[config.mk]
export PLATFORM = sky130hd
export DESIGN_NAME = sar_search_8bit
export DESIGN_NICKNAME = d
export VERILOG_FILES = /design/src/rtl/sar_search_8bit.sv
export SDC_FILE = /design/constraint.sdc
export NUM_CORES = 1
export LEC_CHECK = 0
export BUFFER_PORTS_ARGS = -buffer_cell sky130_fd_sc_hd__buf_2
export CAP_MARGIN = 20
export CORE_UTILIZATION = 30
export CTS_CLUSTER_SIZE = 8
export DETAILED_ROUTE_END_ITERATION = 8
export PLACE_DENSITY = 0.47
export SETUP_SLACK_MARGIN = 0.15
export SKIP_CTS_REPAIR_TIMING = 1
export SYNTH_ARGS = -nofsm -noshare
export SYNTH_HDL_FRONTEND = slang
export SYNTH_SLANG_ARGS = --single-unit
[constraint.sdc]
create_clock -name clk -period 2.15 [get_ports clk]
set_clock_uncertainty 0.15 [all_clocks]
set_input_delay 0.3225 -clock clk [delete_from_list [all_inputs] [get_ports clk]]
set_output_delay 0.3225 -clock clk [all_outputs]
set_load 0.05 [all_outputs]
[src/rtl/sar_search_8bit.sv]
// ---------------------------------------------------------------------------
// SarSearch8bit (module sar_search_8bit)
//
// Purpose:
//   This block is the control half of an 8-bit successive-approximation search.
//   It drives a trial operand on 'guess' to an external magnitude comparator.
//   The comparator has the unknown target on its other input. The block reads
//   the greater/less/equal flags back, one bit decision per clock. After eight
//   evaluations, 'guess' has converged on the target.
//
// Ports:
//   clk      in   1  rising-edge clock for all state
//   rst_n    in   1  asynchronous active-low reset
//   start    in   1  request a new search (accepted only while idle)
//   greater  in   1  comparator flag: guess > target
//   less     in   1  comparator flag: guess < target
//   equal    in   1  comparator flag: guess == target
//   guess    out  8  registered trial operand (comparator input a)
//   busy     out  1  high while a search is in progress
//   done     out  1  one-cycle pulse: search finished successfully
//   result   out  8  converged value, held until the next done
//   error    out  1  one-cycle pulse: search aborted on illegal flags
//   steps    out  4  evaluation count of the last completed/aborted search
//
// Configuration:
//   SAR_EARLY_EXIT_EN - when defined, a legal evaluation that reports equal
//                       finishes the search immediately. When undefined,
//                       equal is treated as "keep the bit", and every search
//                       runs the full eight evaluations.
// ---------------------------------------------------------------------------
module sar_search_8bit (
    input  logic       clk,
    input  logic       rst_n,
    input  logic       start,
    input  logic       greater,
    input  logic       less,
    input  logic       equal,
    output logic [7:0] guess,
    output logic       busy,
    output logic       done,
    output logic [7:0] result,
    output logic       error,
    output logic [3:0] steps
);

    typedef enum logic {
        IDLE   = 1'b0,
        SEARCH = 1'b1
    } state_t;

    state_t     state, state_d;
    logic [7:0] guess_d, result_d, kept_guess;
    logic [2:0] bit_idx, bit_idx_d;
    logic [3:0] step_cnt, step_cnt_d, steps_d, evals;
    logic       busy_d, done_d, error_d, legal;

    // State register.
    // All outputs are registered, so every output comes straight from a flop.
    // done and error are pulses because their next values default to 0.
    always_ff @(posedge clk or negedge rst_n) begin
        if (!rst_n) begin
            state    <= IDLE;
            guess    <= 8'h00;
            bit_idx  <= 3'd0;
            step_cnt <= 4'd0;
            busy     <= 1'b0;
            done     <= 1'b0;
            error    <= 1'b0;
            result   <= 8'h00;
            steps    <= 4'd0;
        end else begin
            state    <= state_d;
            guess    <= guess_d;
            bit_idx  <= bit_idx_d;
            step_cnt <= step_cnt_d;
            busy     <= busy_d;
            done     <= done_d;
            error    <= error_d;
            result   <= result_d;
            steps    <= steps_d;
        end
    end

    // Next-state logic.
    // Each clock spent in SEARCH is one evaluation of the flags for the
    // current guess. The flags are legal only when exactly one of them is
    // high. kept_guess is the current guess after the bit decision: the bit
    // under test is cleared when the guess overshoots the target.
    always_comb begin
        state_d    = state;
        guess_d    = guess;
        bit_idx_d  = bit_idx;
        step_cnt_d = step_cnt;
        busy_d     = busy;
        done_d     = 1'b0;
        error_d    = 1'b0;
        result_d   = result;
        steps_d    = steps;

        legal = ({greater, less, equal} == 3'b100) ||
                ({greater, less, equal} == 3'b010) ||
                ({greater, less, equal} == 3'b001);
        evals = step_cnt + 4'd1;

        kept_guess = guess;
        if (greater) begin
            kept_guess[bit_idx] = 1'b0;
        end

        case (state)
            IDLE: begin
                if (start) begin
                    guess_d    = 8'h80;
                    bit_idx_d  = 3'd7;
                    busy_d     = 1'b1;
                    step_cnt_d = 4'd0;
                    state_d    = SEARCH;
                end
            end

            SEARCH: begin
                step_cnt_d = evals;
                if (!legal) begin
                    // Abort the search and leave guess and result untouched.
                    error_d = 1'b1;
                    busy_d  = 1'b0;
                    steps_d = evals;
                    state_d = IDLE;
                end
`ifdef SAR_EARLY_EXIT_EN
                else if (equal) begin
                    result_d = guess;
                    done_d   = 1'b1;
                    busy_d   = 1'b0;
                    steps_d  = evals;
                    state_d  = IDLE;
                end
`endif
                else if (bit_idx == 3'd0) begin
                    guess_d  = kept_guess;
                    result_d = kept_guess;
                    done_d   = 1'b1;
                    busy_d   = 1'b0;
                    steps_d  = 4'd8;
                    state_d  = IDLE;
                end else begin
                    // Set the next lower bit as the next trial bit.
                    guess_d                  = kept_guess;
                    guess_d[bit_idx - 3'd1]  = 1'b1;
                    bit_idx_d                = bit_idx - 3'd1;
                end
            end

            default: begin
                state_d = IDLE;
            end
        endcase
    end

endmodule

==> flow_metrics.py <==
metrics = {
    "outcome": {
        "status": "finished clean",
    },
    "detailed_routing": {
        "first_iter_violations": 54,
        "drc": 0,
        "firstDrtPassIters": 4,
        "via_per_inst": 4.93,
        "wl_mm": 3.59,
        "vias": 1243,
        "avgRoutedWirePerCell_um": 14.2,
        "ant_nets": 0,
    },
    "setup_path": {
        "arrival_ns": 1.91,
        "endpoint_kind": "flip-flop",
        "cp.required_ns": 2.16,
        "slowest_delay_ns": 0.48,
        "crit_buf_inv": 1,
        "path_cells": "inv_2, ha_1, nand2b_1, o211ai_1, nand2_1, a22o_2",
        "critPathTopFamily": "compound AO/OA/AOI/OAI gates",
        "critPathSlowestCell": "dfrtp_1",
        "critPathKind": "flip-flop to flip-flop",
        "startpoint_type": "flip-flop",
        "path_max_fanout": 9,
    },
    "grt": {
        "grt_usage_pct": 15.4,
        "antenna_found_initial": 0,
        "globalRoute.totalOverflow": 0,
        "grt_max_degree": 32,
        "grt_pass1_wl_mm": 6.15,
        "grt_pass1_vias": 1252,
    },
    "die": {
        "initial_utilization_pct": 31.5,
        "die_height_um": 72.8,
        "rows": 25,
        "ioPinCount": 29,
        "die_width_um": 72.8,
        "die-area_sq_um": 5300,
        "core_area_sq_um": 4790,
    },
    "run": {
        "cap_violations": 0,
    },
    "power_and_ir_drop": {
        "cellLeakagePower_nw": 0.867,
        "powerDensity_nw_per_um2": 1130,
        "p_total_mw": 2.07,
        "ir_drop_v": 0.000356,
    },
    "synthesis": {
        "synthDominantCellAreaShare_pct": 51.5,
        "yosysMostFrequentCell": "dfrtp_1",
        "yosys_register_bits": 31,
        "synth-seq-area-share_pct": 51.5,
        "async_flop_share_pct": 100,
        "netlist_area_sq_um": 1510,
        "avgSynthCellArea_sq_um": 10.0,
        "yosys-top-cells-area": "dfrtp_1 52%, o21ai_0 8.3%, nand2_1 4.5%, o31ai_1 3.0%, a22o_1 2.9%",
        "ys.flop_type": "dfrtp_1",
        "synthTopCellsByCount": "31 x dfrtp_1, 25 x o21ai_0, 18 x nand2_1",
        "synth_nets": 159,
        "yosysTopAreaCell": "dfrtp_1",
        "synth_enable_flop_cells": 0,
        "yosysWarningCount": 0,
        "netlist_instances": 150,
        "synth_cell_types": 39,
    },
    "placement": {
        "io_buffers": 28,
        "place_congestion": 0.795,
        "dp_hpwl_mm": 2.70,
    },
    "timing": {
        "relSlewSlack_pct": 53.7,
        "tightestPinTransition_ns": 0.695,
        "setup_viol": 0,
        "max_freq_mhz": 526,
        "period_minus_slack_ns": 1.90,
        "rsz0062_at_grt": "no",
        "hold_viol": 0,
        "tns_ns": 0,
        "slew_viol_final": 0,
        "finalCritPeriodShare_pct": 88.4,
    },
    "clocking": {
        "clock_sinks": 31,
        "h-tree-depth": 2,
        "root_buffer": "clkbuf_8",
        "clockBufferDepth": 2,
        "clk_pin_slew_worst_paths_ns": 0.07,
        "tritoncts": "done",
        "cts_made_buffers": 5,
        "clk_latency_ns": 0.28,
    },
    "hold_path": {
        "hp-class": "input pin to flip-flop",
    },
    "final_layout": {
        "fill_cells": 494,
        "drive_gt1_share_pct": 25.4,
        "multi_input_area_sq_um": 659,
        "num_antenna_cells": 0,
        "num-nets-final": 193,
        "area_growth_pct": 21.0,
        "seqCellArea_sq_um": 776,
    },
}
-- power by group --
| group | total, mW | internal, mW | switching [mW] |
|---|---|---|---|
| Combinational | 0.834 | 0.243 | 0.592 |
| Clock | 0.431 | 0.227 | 0.204 |
| Sequential | 0.800 | 0.702 | 0.0982 |
-- worst paths after layout --
kind | start | end | slack [ns] | cells after the start
min in group asynchronous | rst_n | state$_DFF_PN0_ | 0.47 | 2
min | start | busy$_DFFE_PN0P_ | 0.22 | 3
max | bit_idx[1]$_DFFE_PN0P_ | steps[2]$_DFFE_PN0P_ | 0.25 | 6
max in group asynchronous | rst_n | result[2]$_DFFE_PN0P_ | 0.93 | 2
max reg2reg | bit_idx[1]$_DFFE_PN0P_ | steps[2]$_DFFE_PN0P_ | 0.25 | 6
min reg2reg | result[2]$_DFFE_PN0P_ | result[2]$_DFFE_PN0P_ | 0.33 | 2
-- layout by cell type (no fill, tap or decap), drive strengths merged, types with 2 or more instances in the layout --
cell type  count
o211ai         2
xnor2          2
nand2b         3
xor2           4
nor2           5
buf           33
nand2         18
dfrtp         31
o31a           2
inv            9
clkbuf         7
a22o           7
o31ai          6
o21a           4
a21oi          2
o21ai         26
ha             3
nand3          3
nand4          2
-- flip-flops by register name, indices dropped and copies added, names as in the netlist, 3 cells and up --
name,cells
bit_idx,3
result,8
step_cnt,4
guess,8
steps,4
-- kinds of logic (layout without fill, tap and decap cells) --
logic type	Yosys count	after routing	synth area share [%]
buf+inv	16	51	4.65
fa+ha+maj	3	3	2.49
flops	31	31	51.5
compound gates	57	57	25.9
xor+xnor	6	6	3.49
simple gates	36	36	11.3
mux	1	1	0.665
-- stage by stage --
stage	cells	cell area [sq um]	setup WS (ns)	util (%)	hold WS, ns
final	252	1820	0.250	38.1	0.216
after global routing	252	1820	0.162	38.1	0.226
after CTS	251	1810	0.224	37.9	-0.0301
after detailed placement	243	1730	0.249	36.2	0.270
after global placement	243	1730	0.317	36.2	0.252
after floorplan	150	1510	0.370	-	-0.123
-- metal layers --
metal  vias up  track usage, %  part of all wire, %
li1        608               -                    -
met1       589            21.1                   49
met2        41            22.6                   44
met3         5            4.42                  5.6
met4         0            6.54                  1.7
met5         -               0                    0
-- cell type report --
class | count | share of cell area [%]
inverters | 9 | 1.85
multi-input cells | 103 | 36.2
clock inverters | 1 | 0.275
clock buffers | 7 | 4.19
flip-flops and latches | 31 | 42.6
well taps | 67 | 4.60
repair buffers | 34 | 10.3
-- worst register-to-register path, stage by stage, from the launching register on --
cell      delay, ns
dfrtp_1        0.48
inv_2          0.13
ha_1           0.19
nand2b_1       0.15
o211ai_1       0.21
nand2_1        0.19
a22o_2         0.29
Power figures use the tool's default switching activity.
